===== src/rtl/normalize_pre_round_float64.sv =====
// normalize_pre_round_float64
// Pre-rounding normalizer for float64. It shifts the significand left so
// that its leading one lands on bit 62, and it adjusts the exponent by the
// same amount. The leading-zero count uses a six-step binary search, one
// step per cycle, so the latency is fixed. A start/done handshake in the
// ap_ctrl style controls the block.
module normalize_pre_round_float64 #(
  parameter int EXP_W = 13,
  parameter int SIG_W = 64
) (
  input  logic             ap_clk,
  input  logic             ap_rst_n,
  input  logic             ap_start,
  output logic             ap_done,
  output logic             ap_idle,
  output logic             ap_ready,
  input  logic             zSign,
  input  logic [EXP_W-1:0] zExp,
  input  logic [SIG_W-1:0] zSig,
  output logic             zSign_o,
  output logic [EXP_W-1:0] zExp_o,
  output logic [SIG_W-1:0] zSig_o
);

  typedef enum logic [1:0] {
    S_IDLE,
    S_SCAN,
    S_ADJ,
    S_DONE
  } state_t;

  state_t state;
  state_t state_next;

  logic             sign_r;
  logic [EXP_W-1:0] exp_r;
  logic [SIG_W-1:0] w;
  logic [6:0]       clz;
  logic             zero_r;
  logic [2:0]       stage;

  logic             top_zero;
  logic [6:0]       shift_n;

  // Control state register. Reset returns to IDLE immediately and discards the job.
  always_ff @(posedge ap_clk or negedge ap_rst_n) begin
    if (!ap_rst_n) begin
      state <= S_IDLE;
    end else begin
      state <= state_next;
    end
  end

  // Next-state logic: accept a job, run six scan steps, adjust, then pulse done.
  always_comb begin
    state_next = state;
    case (state)
      S_IDLE: if (ap_start) state_next = S_SCAN;
      S_SCAN: if (stage == 3'd5) state_next = S_ADJ;
      S_ADJ:  state_next = S_DONE;
      S_DONE: state_next = S_IDLE;
      default: state_next = S_IDLE;
    endcase
  end

  // Binary-search step. Test the top n bits of the work value (n = 32 >> stage).
  always_comb begin
    top_zero = 1'b0;
    shift_n  = 7'd0;
    case (stage)
      3'd0: begin top_zero = (w[63:32] == 32'd0); shift_n = 7'd32; end
      3'd1: begin top_zero = (w[63:48] == 16'd0); shift_n = 7'd16; end
      3'd2: begin top_zero = (w[63:56] == 8'd0);  shift_n = 7'd8;  end
      3'd3: begin top_zero = (w[63:60] == 4'd0);  shift_n = 7'd4;  end
      3'd4: begin top_zero = (w[63:62] == 2'd0);  shift_n = 7'd2;  end
      3'd5: begin top_zero = (w[63] == 1'b0);     shift_n = 7'd1;  end
      default: begin top_zero = 1'b0; shift_n = 7'd0; end
    endcase
  end

  // Datapath: capture on accept, shift during scan, register the result in ADJ.
  always_ff @(posedge ap_clk or negedge ap_rst_n) begin
    if (!ap_rst_n) begin
      sign_r  <= 1'b0;
      exp_r   <= '0;
      w       <= '0;
      clz     <= 7'd0;
      zero_r  <= 1'b0;
      stage   <= 3'd0;
      zSign_o <= 1'b0;
      zExp_o  <= '0;
      zSig_o  <= '0;
    end else begin
      case (state)
        S_IDLE: begin
          if (ap_start) begin
            sign_r <= zSign;
            exp_r  <= zExp;
            w      <= zSig;
            clz    <= 7'd0;
            zero_r <= (zSig == '0);
            stage  <= 3'd0;
          end
        end
        S_SCAN: begin
          if (top_zero) begin
            w   <= w << shift_n;
            clz <= clz + shift_n;
          end
          stage <= stage + 3'd1;
        end
        S_ADJ: begin
          zSign_o <= sign_r;
          if (zero_r) begin
            zSig_o <= '0;
            zExp_o <= exp_r - 13'd63;
          end else if (clz == 7'd0) begin
            // Bit 63 is set. Shift right by one and jam the lost bit into the sticky position.
            zSig_o <= {1'b0, w[63:1]} | {63'b0, w[0]};
            zExp_o <= exp_r + 13'd1;
          end else begin
            zSig_o <= w >> 1;
            zExp_o <= exp_r - ({6'b0, clz} - 13'd1);
          end
        end
        default: begin
        end
      endcase
    end
  end

  assign ap_done  = (state == S_DONE);
  assign ap_ready = (state == S_DONE);
  assign ap_idle  = (state == S_IDLE) && !ap_start;

endmodule


===== config.mk =====
export PLATFORM = sky130hd
export DESIGN_NAME = normalize_pre_round_float64
export DESIGN_NICKNAME = d
export VERILOG_FILES = /design/src/rtl/normalize_pre_round_float64.sv
export SDC_FILE = /design/constraint.sdc
export NUM_CORES = 1
export LEC_CHECK = 0
export ABC_AREA = 1
export BUFFER_PORTS_ARGS = -buffer_cell sky130_fd_sc_hd__buf_2
export CELL_PAD_IN_SITES_DETAIL_PLACEMENT = 2
export CELL_PAD_IN_SITES_GLOBAL_PLACEMENT = 2
export CORE_MARGIN = 2
export CORE_UTILIZATION = 29
export CTS_CLUSTER_DIAMETER = 100
export CTS_CLUSTER_SIZE = 30
export DETAILED_ROUTE_END_ITERATION = 8
export GPL_TIMING_DRIVEN = 0
export PLACE_DENSITY_LB_ADDON = 0.1
export SLEW_MARGIN = 20
export SYNTH_ARGS = -nofsm -noshare
export SYNTH_HDL_FRONTEND = slang
export SYNTH_SLANG_ARGS = --single-unit

===== constraint.sdc =====
create_clock -name ap_clk -period 3.55 [get_ports ap_clk]
set_input_delay 0.5325 -clock ap_clk [delete_from_list [all_inputs] [get_ports ap_clk]]
set_output_delay 0.5325 -clock ap_clk [all_outputs]
set_load 0.01 [all_outputs]

==> results of run 1 <==
[kinds of logic (layout without fill, tap and decap cells)]
logic type,Yosys count,after routing,synth area share [%]
simple gates,939,939,31.8
compound gates,432,432,19.5
buf+inv,242,455,7.90
flops,168,168,35.1
fa+ha+maj,34,34,3.67
mux,17,17,1.42
xor+xnor,9,9,0.657
other cells,1,1,0.0313
[synth_stat cells]
| cell | instances |
|---|---|
| a211oi_1 | 1 |
| a21boi_0 | 9 |
| a21boi_1 | 1 |
| a21o_1 | 2 |
| a21oi_1 | 39 |
| a221oi_1 | 1 |
| a22oi_1 | 11 |
| a31oi_1 | 3 |
| buf_1 | 16 |
| buf_2 | 25 |
| buf_4 | 2 |
| clkbuf_1 | 68 |
| clkinv_1 | 2 |
| conb_1 | 1 |
| dfrtp_1 | 168 |
| fa_1 | 2 |
| ha_1 | 32 |
| inv_1 | 122 |
| inv_2 | 7 |
| mux2i_1 | 17 |
| nand2_1 | 657 |
| nand3_1 | 127 |
| nand3b_1 | 1 |
| nand4_1 | 17 |
| nor2_1 | 103 |
| nor2_2 | 2 |
| nor3_1 | 4 |
| nor4_1 | 20 |
| o2111ai_2 | 1 |
| o211ai_1 | 35 |
| o21a_1 | 1 |
| o21ai_0 | 151 |
| o21ai_1 | 172 |
| o21bai_1 | 1 |
| o22ai_1 | 4 |
| or2_1 | 5 |
| or2_2 | 3 |
| xnor2_1 | 4 |
| xor2_1 | 5 |
[metal layers]
metal,GRT usage [%],up-vias
met2,54.4,414
met4,12.0,0
met3,5.70,94
met5,0,-
li1,-,6489
met1,46.4,7319
[critical path, stage by stage, from the launching register on]
cell and delay (ns):
dfrtp_2 0.46, inv_4 0.10, ha_4 0.16, inv_1 0.04
nand2_1 0.08, nand2_2 0.09, nor2_2 0.12, nand4_1 0.19
nor2_2 0.23, inv_2 0.09, a21oi_4 0.15, o21ai_4 0.12
buf_4 0.16, a21oi_4 0.24, ha_4 0.27, buf_4 0.15
a21oi_2 0.23, o21ai_2 0.11, a21oi_2 0.16, nand2_1 0.10
nand3_1 0.11, nand2_1 0.07
[sequential cells by signal (all words and copies together) (netlist names)]
signal,flops
clz,7
w,64
state,2
zero_r,1
sign_r,1
zExp_o,13
zSig_o,63
exp_r,13
zSign_o,1
stage,3
[area by class of cell]
type	count	area (sq um)
fillers	5008	26100
multi-input cells	1432	7250
flip-flops and latches	168	4210
repair buffers	181	1010
well taps	532	666
plain buffers	111	503
inverters	131	494
clock buffers	18	429
clock inverters	14	160
[power by group]
group / switching [mW] / leakage (nW) / total, mW / internal, mW
combinational: 9.20 / 4.89 / 13.1 / 3.86
sequential: 0.725 / 2.11 / 3.50 / 2.77
clock: 1.01 / 0.287 / 1.95 / 0.941
[worst max-delay path by stage]
stage          slack (ns)      from  cells after the start         end
3_5_place_dp        -0.90    clz[0]                     19   zExp_o[9]
3_3_place_gp        -0.99  ap_rst_n                      1  zSig_o[48]
5_1_grt             -0.22    clz[1]                     22  zExp_o[10]
2_1_floorplan        0.21    clz[0]                     20  zExp_o[10]
6_report            0.004    clz[1]                     21  zExp_o[10]
4_1_cts              0.02    clz[3]                     22  zExp_o[12]
[what timing repair did]
item,in CTS,in global routing
endpoints found under the setup margin,41,38
pin swaps,3,20
buffers inserted,6,12
resized for setup,38,100
hold buffers,1,0
endpoints found under the hold margin,41,0
[cells in the final DEF, fill, tap and decap left out, types with 23 or more instances in the layout]
master	instances
nand3_1	118
o211ai_1	35
clkbuf_1	57
buf_4	24
nor2_1	95
o21ai_1	174
dfrtp_1	166
a21oi_1	29
buf_2	176
o21ai_0	142
inv_1	116
nand2_1	650
ha_1	23
[metrics by stage]
stage                     worst slack [ns]  instance area, sq um  total power [mW]
after detailed placement            -0.902                 13500              14.8
final                              0.00367                 14700              18.5
after global placement              -0.985                 13500              14.4
after CTS                           0.0195                 14300              17.1
after global routing                -0.221                 14700              19.8
after floorplan                      0.215                 12000              9.94
==> results.ini, run 1 <==
[critical_path]
cp_max_fo = 5
crit_path_end_kind = register
crit_required_ns = 3.95
r2r-end = zExp_o[10]
arrival_ns = 3.95
reg2reg_depth = 21
start_kind = register
rrSetupSlack_ns = 0.004
r2r-start = clz[1]
worstSetupPathType = register to register

[clock_tree]
clk_path_buf_depth = 2
ctsRootBufferMaster = clkbuf_16
cts_tree = yes
cts.sinks = 168
clk_latency_ns = 0.51
clk_pin_slew_worst_paths_ns = 0.08
htreeDepth = 4
cts_made_buffers = 17

[floorplan]
io_pins = 162
die_h_um = 207
fp.dieW_um = 207
coreArea_sq_mm = 0.0408
rows = 74
initial_utilization_pct = 29.4
dieArea_sq_mm = 0.0430

[drt]
drc_errors = 0
wl_met2_um = 33900
drt_iter0_drc = 976
wl_per_cell_um = 28.5
wl_met3_um = 3790
drt-met1-wl_um = 33200
top_layer = met4
drtPass1Iterations = 5
ant_nets = 0
via_per_inst = 5.53
vias = 14300
wirelength_um = 73800

[synthesis]
syn_inst = 1842
synth_top_area_share_pct = 35.1
synth.largest_area_cell = dfrtp_1
ys_top_cells_by_area = dfrtp_1 35%, nand2_1 21%, o21ai_1 7.2%
synth_area_sq_mm = 0.0120
syn-num-nets = 1957
yosysWarnings = 0
ys_ff_latch = 168
syn_area_per_cell_sq_um = 6.51
seq_area_frac_synth_pct = 35.1
synth_cell_types = 39

[pwr]
p_leak_nw = 7.29
peakVddDrop_v = 0.000503
powerDensity_mw_per_mm2 = 1260

[global_routing]
track_usage_pct = 34.1
gr-total-overflow = 0
antenna_found_initial = 3
grt_pass1_wl_um = 106000
grt_pass1_vias = 15000
grt_max_degree = 67

[hold_path]
worstHoldStart = zExp[2]
min_to = exp_r[2]
hold_depth = 3
hp-class = input port to register

[timing]
post-route-min-period_ns = 3.55
hold_violations = 0
slew_viol_final = 0
fin_worst_skew_ns = 0.0126
fmax_ghz = 0.282
holdWs_ns = 0.213
rsz0062_at_grt = true
finalCritPeriodShare_pct = 99.9
final.setup.tns_ns = 0
setup_viol = 0
tightestPinTransition_ns = 0.977
slew_headroom_pct = 34.7

[cells_and_area]
synthToLayoutAreaGrowth_pct = 22.8
fin_nets = 2157
diodes = 0
fin_cells = 2587
drive_above_1_share_pct = 16.3
fin_util_pct = 36.1

[job]
drv_cap = 0

[status]
status = completed

[place]
dp_cells = 2536
gp_congestion = 0.997
dp.final_hpwl_um = 58100
io_buffers = 160

Note: power is estimated with default switching activity, not from simulation.
==> run 2: changes to the inputs <==
- CORE_MARGIN: 2 -> 4
- CORE_UTILIZATION: 29 -> 30
- CTS_BUF_LIST: not set -> sky130_fd_sc_hd__clkbuf_8
- HOLD_SLACK_MARGIN: not set -> 0.06
==> results.ini, run 2 (synthesis gave the netlist of run 1 again) <==
[drt]
drt_iter0_drc = 1148  ; +18%
drtPass1Iterations = 5  ; unchanged
wl_met3_um = 4390  ; +16%
vias = 14600  ; +1.8%
drc_errors = 0  ; unchanged
drt-met1-wl_um = 33600  ; +1.2%
via_per_inst = 5.66  ; +2.3%
top_layer = met4
wl_per_cell_um = 29.2  ; +2.5%
wl_met2_um = 34400  ; +1.6%
ant_nets = 0  ; unchanged
wirelength_um = 75300  ; +2.0%

[cells_and_area]
layout_commonest_cell = nand2_1
multi_input_area_sq_mm = 0.00719  ; -0.91%
diodes = 0  ; unchanged
drive_above_1_share_pct = 16.4  ; +0.081 points
largestRegisters = w x64, zSig_o x63
fin_util_pct = 37.0  ; +0.96 points
final_cell_mix = 649 x nand2_1, 179 x buf_2, 170 x o21ai_1
stdcell_area_sq_mm = 0.0145  ; -1.7%
fin_nets = 2159  ; +0.093%
largest-register = w
num-fill-cells = 4838  ; -3.4%
regArea_sq_mm = 0.00421  ; unchanged
largest_register_ffs = 64  ; unchanged
synthToLayoutAreaGrowth_pct = 20.7

[floorplan]
rows = 72  ; -2.7%
fp.dieW_um = 208  ; +0.28%
io_pins = 162  ; unchanged
die_h_um = 208  ; +0.28%
coreArea_sq_mm = 0.0391  ; -4.2%
initial_utilization_pct = 30.7  ; +1.3 points
dieArea_sq_mm = 0.0432  ; +0.57%

[critical_path]
cp_common_cell = nand2_1
crit_path_end_kind = register
cp_max_fo = 6  ; +1
cp.buffers_inverters = 3  ; -2
r2r-start = clz[2]
cp_top_family = simple AND/OR/NAND/NOR gates
worstSetupPathType = register to register
slowest_stage = dfrtp_2
reg2reg_depth = 19  ; -9.5%
arrival_ns = 3.97  ; +0.02 ns
crit_required_ns = 4.01  ; +0.06 ns
crit_chain = inv_1 -> nand2_1 -> nor2_1 -> nand3_2 -> nand3_1 -> nand4_1 -> a21oi_1 -> nand2_2 -> buf_4 -> o21ai_1 -> a21oi_2 -> ha_4 -> buf_4 -> nand2_1 -> o21ai_2 -> a21oi_1 -> or2_2 -> nand3_1 -> nand2_1
rrSetupSlack_ns = 0.03  ; +0.03 ns
r2r-end = zExp_o[9]
start_kind = register
max_stage_delay_ns = 0.49  ; +0.03 ns

[place]
gp_congestion = 0.994  ; -0.32%
postPlaceCellArea_sq_mm = 0.0135  ; -0.11%
dp.final_hpwl_um = 58800  ; +1.2%
io_buffers = 160  ; unchanged

[timing]
slew_viol_final = 0  ; unchanged
slew_headroom_pct = 33.0  ; -1.7 points
setup_viol = 0  ; unchanged
tightestPinTransition_ns = 1.00  ; +0.0261 ns
rsz0062_at_grt = true
post-route-min-period_ns = 3.52  ; -0.0297 ns
finalCritPeriodShare_pct = 99.1  ; -0.84 points
fmax_ghz = 0.284  ; +0.84%
hold_violations = 0  ; unchanged
fin_worst_skew_ns = 0.0387  ; +0.0261 ns

[global_routing]
grt_pass1_wl_um = 106000  ; +0.51%
track_usage_pct = 33.4  ; -0.67 points
grt_pass1_vias = 15100  ; +0.49%
gr-total-overflow = 0  ; unchanged
grt_max_degree = 74  ; +10%
antenna_found_initial = 2  ; -1

[pwr]
p_sw_mw = 10.8  ; -1.0%
clockPowerShare_pct = 8.5  ; -2.1 points
p_int_mw = 7.06  ; -6.8%
swShare_pct = 60.5  ; +1.4 points
p_leak_nw = 7.19  ; -1.3%
powerDensity_mw_per_mm2 = 1240  ; -1.7%
combPwrFrac_pct = 71.9  ; +1.4 points
pwr-share-seq_pct = 19.6  ; +0.7 points
peakVddDrop_v = 0.000458  ; -8.9%

[hold_path]
hold_depth = 3  ; unchanged
worstHoldStart = zExp[8]
min_to = exp_r[8]
hp-class = input port to register

[clock_tree]
ctsRootBufferMaster = clkbuf_8
cts_tree = yes
cts.sinks = 168  ; unchanged
clk_pin_slew_worst_paths_ns = 0.12  ; +0.04 ns
cts_made_buffers = 17  ; unchanged
htreeDepth = 4  ; unchanged
clk_path_buf_depth = 2  ; unchanged
clk_latency_ns = 0.58  ; +0.07 ns

[job]
drv_cap = 0  ; unchanged

[status]
status = completed

run 2: worst max path at each step:
stage                   from    endpoint  slack (ns)  cells past startpoint
CTS                 stage[0]       w[49]       0.007                     11
global placement    ap_rst_n  zSig_o[51]       -1.02                      1
floorplan             clz[0]  zExp_o[10]        0.21                     20
global route          clz[1]   zExp_o[9]       -0.21                     20
finish                clz[2]   zExp_o[9]        0.03                     19
detailed placement    clz[0]  zExp_o[10]       -0.95                     19
run 2: worst register-to-register path: stages (launching register included):
cell and delay (ns):
dfrtp_2 0.49, inv_1 0.12, nand2_1 0.07, nor2_1 0.20, nand3_2 0.17, nand3_1 0.16
nand4_1 0.14, a21oi_1 0.19, nand2_2 0.11, buf_4 0.16, o21ai_1 0.18, a21oi_2 0.10
ha_4 0.30, buf_4 0.14, nand2_1 0.11, o21ai_2 0.18, a21oi_1 0.12, or2_2 0.29
nand3_1 0.08, nand2_1 0.08
run 2: layout make-up:
cell class	count	area share [%]
plain buffers	111	3.48
clock buffers	17	1.62
clock inverters	15	1.16
inverters	131	3.46
multi-input cells	1432	49.7
flip-flops and latches	168	29.1
well taps	518	4.48
repair buffers	183	7.09
run 2: power groups by stage:
stage / clock [mW] / combinational, mW / sequential [mW]
6_report: 1.52 / 12.9 / 3.51
3_5_place_dp: 0 / 11.3 / 3.51
2_1_floorplan: 0 / 6.53 / 3.41
3_3_place_gp: 0 / 11.0 / 3.46
5_1_grt: 1.62 / 13.8 / 3.60
4_1_cts: 1.54 / 11.8 / 3.49
run 2: what timing repair did:
action	4_1_cts	5_1_grt
resized for setup	43	88
hold endpoints to repair	29	0
buffers inserted	4	16
pin swaps	2	19
endpoints found under the setup margin	35	42
hold buffers	1	0
run 2: per-stage QoR:
step	total power [mW]	setup slack (ns)	hold WS, ns	instances	TNS [ns]
6_report	17.9	0.0334	0.165	2575	0
5_1_grt	19.0	-0.213	0.172	2575	-0.707
4_1_cts	16.8	0.00706	0.140	2559	0
3_5_place_dp	14.8	-0.947	0.431	2522	-7.31
3_3_place_gp	14.4	-1.02	0.456	2520	-171.84
2_1_floorplan	9.94	0.215	0.237	1842	0
run 2: metal layers:
metal	up-vias	GRT usage (%)
met5	-	0
met3	110	5.86
li1	6485	-
met1	7489	45.5
met2	493	53.3
met4	0	12.5
